## config.mk

```make
export PLATFORM = sky130hd
export DESIGN_NAME = ccx_spc_rpt_pipe_flat
export DESIGN_NICKNAME = d
export VERILOG_FILES = /design/src/rtl/ccx_spc_rpt_if.sv /design/src/rtl/ccx_spc_rpt_pipe.sv /design/src/flat_wrapper.sv
export SDC_FILE = /design/constraint.sdc
export NUM_CORES = 1
export LEC_CHECK = 0
export ABC_CLOCK_PERIOD_IN_PS = 26900
export CAP_MARGIN = 20
export CORE_AREA = 2 2 224 226
export CTS_CLUSTER_DIAMETER = 150
export DETAILED_ROUTE_END_ITERATION = 6
export DIE_AREA = 0 0 226 228
export MAX_ROUTING_LAYER = met4
export PLACE_DENSITY = 0.74
export SKIP_LAST_GASP = 1
export SYNTH_ARGS = -nofsm -noshare
export SYNTH_HDL_FRONTEND = slang
export SYNTH_SLANG_ARGS = --single-unit
```

## constraint.sdc

```tcl
create_clock -name rclk -period 26.9 [get_ports rclk]
set_input_delay 6.725 -clock rclk [delete_from_list [all_inputs] [get_ports rclk]]
set_output_delay 6.725 -clock rclk [all_outputs]
set_load 0.02 [all_outputs]
```

## src/rtl/ccx_spc_rpt_if.sv

```systemverilog
// Core/crossbar-side bundle for the CCX/SPC repeater pipe: raw inputs plus their delayed copies.
// master drives the raw signals and observes the _buf copies; slave is the repeater itself.
interface ccx_spc_rpt_if #(
   parameter int PCX_W = 124,
   parameter int CPX_W = 145
);
   logic [4:0]       spc_pcx_req_pq;
   logic             spc_pcx_atom_pq;
   logic [PCX_W-1:0] spc_pcx_data_pa;
   logic [4:0]       pcx_spc_grant_px;
   logic [CPX_W-1:0] cpx_spc_data_cx2;
   logic             cpx_spc_data_rdy_cx2;

   logic [4:0]       spc_pcx_req_pq_buf;
   logic             spc_pcx_atom_pq_buf;
   logic [PCX_W-1:0] spc_pcx_data_pa_buf;
   logic [4:0]       pcx_spc_grant_px_buf;
   logic [CPX_W-1:0] cpx_spc_data_cx2_buf;
   logic             cpx_spc_data_rdy_cx2_buf;

   modport master (
      output spc_pcx_req_pq, spc_pcx_atom_pq, spc_pcx_data_pa,
             pcx_spc_grant_px, cpx_spc_data_cx2, cpx_spc_data_rdy_cx2,
      input  spc_pcx_req_pq_buf, spc_pcx_atom_pq_buf, spc_pcx_data_pa_buf,
             pcx_spc_grant_px_buf, cpx_spc_data_cx2_buf, cpx_spc_data_rdy_cx2_buf
   );

   modport slave (
      input  spc_pcx_req_pq, spc_pcx_atom_pq, spc_pcx_data_pa,
             pcx_spc_grant_px, cpx_spc_data_cx2, cpx_spc_data_rdy_cx2,
      output spc_pcx_req_pq_buf, spc_pcx_atom_pq_buf, spc_pcx_data_pa_buf,
             pcx_spc_grant_px_buf, cpx_spc_data_cx2_buf, cpx_spc_data_rdy_cx2_buf
   );
endinterface

```

## src/rtl/ccx_spc_rpt_pipe.sv

```systemverilog
// STAGES-deep repeater between core and crossbar with a per-destination outstanding-request monitor.
// Optional CPX parity carry/check is enabled with macro CCX_RPT_PARITY_EN.
module ccx_spc_rpt_pipe #(
   parameter int PCX_W  = 124,
   parameter int CPX_W  = 145,
   parameter int STAGES = 2
) (
   input  logic           rclk,
   input  logic           arst,
   ccx_spc_rpt_if.slave   bus,
   output logic [4:0]     pcx_ovfl_err,
   output logic [4:0]     pcx_unfl_err,
   output logic           pcx_outst_any,
   output logic           cpx_par_err
);

   logic [4:0]       req_pipe_r      [STAGES];
   logic             atom_pipe_r     [STAGES];
   logic [PCX_W-1:0] pcx_data_pipe_r [STAGES];
   logic [4:0]       grant_pipe_r    [STAGES];
   logic [CPX_W-1:0] cpx_data_pipe_r [STAGES];
   logic             rdy_pipe_r      [STAGES];

   logic [1:0] cnt_r      [5];
   logic [1:0] cnt_nxt_s  [5];
   logic [4:0] ovfl_set_s;
   logic [4:0] unfl_set_s;
   logic [4:0] cnt_nz_s;
   logic [4:0] ovfl_r;
   logic [4:0] unfl_r;
   logic       outst_any_r;

   // Unconditional delay line; every field shifts in lock-step so offsets are preserved.
   always_ff @(posedge rclk or posedge arst) begin
      if (arst) begin
         for (int i = 0; i < STAGES; i++) begin
            req_pipe_r[i]      <= 5'b0_0000;
            atom_pipe_r[i]     <= 1'b0;
            pcx_data_pipe_r[i] <= {PCX_W{1'b0}};
            grant_pipe_r[i]    <= 5'b0_0000;
            cpx_data_pipe_r[i] <= {CPX_W{1'b0}};
            rdy_pipe_r[i]      <= 1'b0;
         end
      end else begin
         req_pipe_r[0]      <= bus.spc_pcx_req_pq;
         atom_pipe_r[0]     <= bus.spc_pcx_atom_pq;
         pcx_data_pipe_r[0] <= bus.spc_pcx_data_pa;
         grant_pipe_r[0]    <= bus.pcx_spc_grant_px;
         cpx_data_pipe_r[0] <= bus.cpx_spc_data_cx2;
         rdy_pipe_r[0]      <= bus.cpx_spc_data_rdy_cx2;
         for (int i = 1; i < STAGES; i++) begin
            req_pipe_r[i]      <= req_pipe_r[i-1];
            atom_pipe_r[i]     <= atom_pipe_r[i-1];
            pcx_data_pipe_r[i] <= pcx_data_pipe_r[i-1];
            grant_pipe_r[i]    <= grant_pipe_r[i-1];
            cpx_data_pipe_r[i] <= cpx_data_pipe_r[i-1];
            rdy_pipe_r[i]      <= rdy_pipe_r[i-1];
         end
      end
   end

   assign bus.spc_pcx_req_pq_buf       = req_pipe_r[STAGES-1];
   assign bus.spc_pcx_atom_pq_buf      = atom_pipe_r[STAGES-1];
   assign bus.spc_pcx_data_pa_buf      = pcx_data_pipe_r[STAGES-1];
   assign bus.pcx_spc_grant_px_buf     = grant_pipe_r[STAGES-1];
   assign bus.cpx_spc_data_cx2_buf     = cpx_data_pipe_r[STAGES-1];
   assign bus.cpx_spc_data_rdy_cx2_buf = rdy_pipe_r[STAGES-1];

   // Outstanding-count next state; saturates at 2 and 0 and flags the offending edge.
   always_comb begin
      for (int d = 0; d < 5; d++) begin
         cnt_nxt_s[d]  = cnt_r[d];
         ovfl_set_s[d] = 1'b0;
         unfl_set_s[d] = 1'b0;
         cnt_nz_s[d]   = (cnt_r[d] != 2'd0);
         case ({bus.spc_pcx_req_pq[d], bus.pcx_spc_grant_px[d]})
            2'b10: begin
               if (cnt_r[d] == 2'd2) begin
                  ovfl_set_s[d] = 1'b1;
               end else begin
                  cnt_nxt_s[d] = cnt_r[d] + 2'd1;
               end
            end
            2'b01: begin
               if (cnt_r[d] == 2'd0) begin
                  unfl_set_s[d] = 1'b1;
               end else begin
                  cnt_nxt_s[d] = cnt_r[d] - 2'd1;
               end
            end
            default: cnt_nxt_s[d] = cnt_r[d];
         endcase
      end
   end

   // Counters, sticky error bits and the registered any-outstanding summary.
   always_ff @(posedge rclk or posedge arst) begin
      if (arst) begin
         for (int d = 0; d < 5; d++) begin
            cnt_r[d] <= 2'd0;
         end
         ovfl_r      <= 5'b0_0000;
         unfl_r      <= 5'b0_0000;
         outst_any_r <= 1'b0;
      end else begin
         for (int d = 0; d < 5; d++) begin
            cnt_r[d] <= cnt_nxt_s[d];
         end
         ovfl_r      <= ovfl_r | ovfl_set_s;
         unfl_r      <= unfl_r | unfl_set_s;
         outst_any_r <= |cnt_nz_s;
      end
   end

   assign pcx_ovfl_err  = ovfl_r;
   assign pcx_unfl_err  = unfl_r;
   assign pcx_outst_any = outst_any_r;

`ifdef CCX_RPT_PARITY_EN
   function automatic logic even_par(input logic [CPX_W-1:0] v);
      return ^v;
   endfunction

   logic par_pipe_r [STAGES];
   logic par_err_r;
   logic par_mis_s;

   assign par_mis_s = rdy_pipe_r[STAGES-1] &
                      (even_par(cpx_data_pipe_r[STAGES-1]) != par_pipe_r[STAGES-1]);

   // Parity generated at entry rides with the packet and is checked at exit.
   always_ff @(posedge rclk or posedge arst) begin
      if (arst) begin
         for (int i = 0; i < STAGES; i++) begin
            par_pipe_r[i] <= 1'b0;
         end
         par_err_r <= 1'b0;
      end else begin
         par_pipe_r[0] <= even_par(bus.cpx_spc_data_cx2);
         for (int i = 1; i < STAGES; i++) begin
            par_pipe_r[i] <= par_pipe_r[i-1];
         end
         par_err_r <= par_err_r | par_mis_s;
      end
   end

   assign cpx_par_err = par_err_r;
`else
   assign cpx_par_err = 1'b0;
`endif

endmodule

```

## src/flat_wrapper.sv

```systemverilog
// flat-port wrapper written by rule: the top's interface ports become plain ports
module ccx_spc_rpt_pipe_flat 
#(
   parameter int PCX_W  = 124,
   parameter int CPX_W  = 145,
   parameter int STAGES = 2
)
  (rclk, arst, pcx_ovfl_err, pcx_unfl_err, pcx_outst_any, cpx_par_err, bus_spc_pcx_req_pq, bus_spc_pcx_atom_pq, bus_spc_pcx_data_pa, bus_pcx_spc_grant_px, bus_cpx_spc_data_cx2, bus_cpx_spc_data_rdy_cx2, bus_spc_pcx_req_pq_buf, bus_spc_pcx_atom_pq_buf, bus_spc_pcx_data_pa_buf, bus_pcx_spc_grant_px_buf, bus_cpx_spc_data_cx2_buf, bus_cpx_spc_data_rdy_cx2_buf);
  ccx_spc_rpt_if #(.PCX_W(PCX_W), .CPX_W(CPX_W)) bus_i ();
  input  logic rclk;
  input  logic arst;
  output logic [4:0] pcx_ovfl_err;
  output logic [4:0] pcx_unfl_err;
  output logic pcx_outst_any;
  output logic cpx_par_err;
  input wire logic [$bits(bus_i.spc_pcx_req_pq)-1:0] bus_spc_pcx_req_pq;
  input wire logic [$bits(bus_i.spc_pcx_atom_pq)-1:0] bus_spc_pcx_atom_pq;
  input wire logic [$bits(bus_i.spc_pcx_data_pa)-1:0] bus_spc_pcx_data_pa;
  input wire logic [$bits(bus_i.pcx_spc_grant_px)-1:0] bus_pcx_spc_grant_px;
  input wire logic [$bits(bus_i.cpx_spc_data_cx2)-1:0] bus_cpx_spc_data_cx2;
  input wire logic [$bits(bus_i.cpx_spc_data_rdy_cx2)-1:0] bus_cpx_spc_data_rdy_cx2;
  output wire logic [$bits(bus_i.spc_pcx_req_pq_buf)-1:0] bus_spc_pcx_req_pq_buf;
  output wire logic [$bits(bus_i.spc_pcx_atom_pq_buf)-1:0] bus_spc_pcx_atom_pq_buf;
  output wire logic [$bits(bus_i.spc_pcx_data_pa_buf)-1:0] bus_spc_pcx_data_pa_buf;
  output wire logic [$bits(bus_i.pcx_spc_grant_px_buf)-1:0] bus_pcx_spc_grant_px_buf;
  output wire logic [$bits(bus_i.cpx_spc_data_cx2_buf)-1:0] bus_cpx_spc_data_cx2_buf;
  output wire logic [$bits(bus_i.cpx_spc_data_rdy_cx2_buf)-1:0] bus_cpx_spc_data_rdy_cx2_buf;
  assign bus_i.spc_pcx_req_pq = bus_spc_pcx_req_pq;
  assign bus_i.spc_pcx_atom_pq = bus_spc_pcx_atom_pq;
  assign bus_i.spc_pcx_data_pa = bus_spc_pcx_data_pa;
  assign bus_i.pcx_spc_grant_px = bus_pcx_spc_grant_px;
  assign bus_i.cpx_spc_data_cx2 = bus_cpx_spc_data_cx2;
  assign bus_i.cpx_spc_data_rdy_cx2 = bus_cpx_spc_data_rdy_cx2;
  assign bus_spc_pcx_req_pq_buf = bus_i.spc_pcx_req_pq_buf;
  assign bus_spc_pcx_atom_pq_buf = bus_i.spc_pcx_atom_pq_buf;
  assign bus_spc_pcx_data_pa_buf = bus_i.spc_pcx_data_pa_buf;
  assign bus_pcx_spc_grant_px_buf = bus_i.pcx_spc_grant_px_buf;
  assign bus_cpx_spc_data_cx2_buf = bus_i.cpx_spc_data_cx2_buf;
  assign bus_cpx_spc_data_rdy_cx2_buf = bus_i.cpx_spc_data_rdy_cx2_buf;
  ccx_spc_rpt_pipe #(.PCX_W(PCX_W), .CPX_W(CPX_W), .STAGES(STAGES)) u_core (.rclk(rclk), .arst(arst), .bus(bus_i), .pcx_ovfl_err(pcx_ovfl_err), .pcx_unfl_err(pcx_unfl_err), .pcx_outst_any(pcx_outst_any), .cpx_par_err(cpx_par_err));
endmodule
```

==> qor.yml <==
status: "finished, final reports clean"
cts_sinks: 583
ios: 576
fin_skew_ns: 0.02156
viasPerCell: 3.845
cts_tree: "yes"
yosysSeqAreaShare: 0.8453
die_h_um: 228
path_clk_slew_ns: 0.06
finalWeightedCongestion: 0.8448
sequentialPowerShare: 0.478
filler_cell_count: 3993
post_drt_wl_per_cell_um: 18.00
met2_usage: 0.2416
syn_avg_cell_area_um2: 18.22
clkPwrFrac: 0.436
synth_warnings: 0
synth_area_um2: 17260
drc: 0
synth-seq-cells: 583
nets: 1601
slew_headroom: 0.3686
crit_arrival_ns: 10.33
cts_max_level: 2
row_count: 82
crit_type: "input port to async pin"
path_max_fanout: 139
totalWireLength_um: 36670
track_usage: 0.1474
hold_path.class: "flip-flop to flip-flop"
whs_ns: 0.3354
cp-start-kind: "input port"
p_int_mw: 1.551
cts_buffers: 57
p_sw_frac: 0.2244
drv_slew: 0
met3_usage: 0.05822
ctsLongestPathBuffers: 3
required_ns: 27.64
grt_max_degree: 140
portBuffers: 574
grt_overflow_total: 0
tightest_slew_ns: 0.9470
hold_viol_final: 0
pwr-share-comb: 0.087
fin_crit_sh: 0.3567
post_cts_resized: 0
tns_ns: 0
peakVddDrop_v: 0.00006536
initial_core_util: 0.3497
powerDensity_nw_per_um2: 83.31
max_cap_violations: 0
drive_above_1_share: 0.08192
placeableCoreArea_um2: 49350
p_sw_uw: 448.8
grt-busiest-layer: "met2"
finalSetupViolCount: 0
cts-hold-fix-buffers: 0
final_antenna_net_count: 0
synth_cell_types: 17
clk-insertion-delay-late_ns: 0.60
max_freq_mhz: 104.2
netlist_instances: 947
grt_pass1_wl_um: 54620
first_global_vias: 8886
met1_usage: 0.1624
leakage_nw: 10.40
grt_setup_unrepaired: "no"
place_hpwl_um: 26390
area_growth_pct: 39.05
syn-num-nets: 1240
die_area_um2: 51530
drt_first_pass_iters: 4
antenna_found_initial: 10
cts-root-buf: "clkbuf_16"
die_w_um: 226
via_count: 7832
cts_setup_buffers: 0
first_iter_violations: 296
period_minus_slack_ns: 9.595
end_kind: "async pin"
area by class of cell:
class                      count  area, µm²  share of cell area
sequential                   583      14590              0.6079
timing repair buffer         582       5846              0.2436
clock buffer                  72       1593             0.06637
tap                          672      840.8             0.03503
clock inverter                34      530.5             0.02211
multi-input combinational     73      526.8             0.02195
inverter                      11      48.80            0.002033
antenna                       10      25.02            0.001043
through the flow:
step / cells / total power [mW] / util / setup slack (ns) / cell area [µm²]
finish: 2037 / 1.999 / 0.4863 / 17.30 / 24000
global route: 2034 / 2.080 / 0.4862 / 16.74 / 23990
CTS: 2025 / 2.027 / 0.4847 / 16.75 / 23920
detailed placement: 1919 / 1.145 / 0.4417 / 16.12 / 21800
global placement: 1919 / 1.139 / 0.4417 / 16.29 / 21800
floorplan: 947 / 1.060 / - / 3.862 / 17260
worst max-delay path, cell delays in order:
cell	delay, ns
clkdlybuf4s50_1	0.50
inv_8	0.66
buf_4	0.76
buf_4	0.81
buf_4	0.35
buf_16	0.33
metal layers:
metal | wire (µm) | up-vias
li1 | - | 3420
met5 | 0 | -
met2 | 18690 | 337
met1 | 13210 | 4006
met3 | 3706 | 69
met4 | 1064 | 0
power by group through the flow:
stage	clock (mW)	sequential, mW	combinational (mW)
after floorplan	0	0.969	0.0911
after global placement	0	0.967	0.172
after detailed placement	0	0.970	0.175
after CTS	0.895	0.955	0.176
after global routing	0.934	0.960	0.186
final	0.871	0.955	0.173
state kept, by name, summed over array words and instances, names as in the netlist:
name,count
u_core.bus.spc_pcx_req_pq_buf,5
u_core.cnt_r,10
u_core.atom_pipe_r,1
u_core.pcx_ovfl_err,5
u_core.bus.pcx_spc_grant_px_buf,5
u_core.rdy_pipe_r,1
u_core.bus.cpx_spc_data_rdy_cx2_buf,1
u_core.bus.spc_pcx_atom_pq_buf,1
u_core.pcx_outst_any,1
u_core.grant_pipe_r,5
u_core.cpx_data_pipe_r,145
u_core.pcx_unfl_err,5
u_core.req_pipe_r,5
u_core.pcx_data_pipe_r,124
u_core.bus.spc_pcx_data_pa_buf,124
u_core.bus.cpx_spc_data_cx2_buf,145
layout by cell type (no fill, tap or decap), drive strengths merged:
cell type	n
a2111oi	5
a21o	10
and3	1
buf	8
bufinv	11
clkbuf	72
clkdlybuf4s50	574
clkinv	10
clkinvlp	5
conb	1
dfrtp	583
diode	10
ha	10
inv	19
mux2i	5
nand2	10
nand3	1
nor2	10
nor2b	5
nor3	5
nor4b	5
o21bai	5
path summary, 6_finish.rpt:
kind	start	endpoint	slack [ns]	cells past startpoint
worst max-delay path	arst	u_core.bus.spc_pcx_data_pa_buf[83]$_DFF_PP0_	17.30	6
worst min-delay path	u_core.pcx_data_pipe_r[205]$_DFF_PP0_	u_core.bus.spc_pcx_data_pa_buf[81]$_DFF_PP0_	0.34	0
worst max register to register	u_core.cnt_r[3]$_DFFE_PP0P_	u_core.cnt_r[2]$_DFFE_PP0P_	25.76	2
worst min register to register	u_core.pcx_data_pipe_r[205]$_DFF_PP0_	u_core.bus.spc_pcx_data_pa_buf[81]$_DFF_PP0_	0.34	0
max in group rclk	u_core.bus.spc_pcx_data_pa_buf[67]$_DFF_PP0_	bus_spc_pcx_data_pa_buf[67]	18.55	1
min in group asynchronous	arst	u_core.bus.spc_pcx_req_pq_buf[0]$_DFF_PP0_	6.73	2
kinds of logic after synthesis:
logic type	count (synthesis)	share of synthesized area
mux	5	0.002900
simple gates	37	0.01080
buf+inv	291	0.1242
other cells	1	0.0002173
compound gates	20	0.009352
fa+ha+maj	10	0.007250
flops	583	0.8453
synthesized netlist by cell type:
| cell | instances | area share |
|---|---|---|
| conb_1 | 1 | 0.00022 |
| o21bai_1 | 5 | 0.0022 |
| and3_1 | 1 | 0.00036 |
| nand3_1 | 1 | 0.00029 |
| nor4b_1 | 5 | 0.0025 |
| nor2b_1 | 5 | 0.0018 |
| mux2i_1 | 5 | 0.0029 |
| ha_1 | 10 | 0.0072 |
| a2111oi_1 | 4 | 0.0023 |
| a21o_1 | 10 | 0.0043 |
| buf_4 | 280 | 0.12 |
| nor2_1 | 10 | 0.0022 |
| nand2_1 | 10 | 0.0022 |
| nor3_1 | 5 | 0.0014 |
| inv_1 | 11 | 0.0024 |
| a2111oi_0 | 1 | 0.00051 |
| dfrtp_1 | 583 | 0.85 |
(Power assumes the default switching activity.)
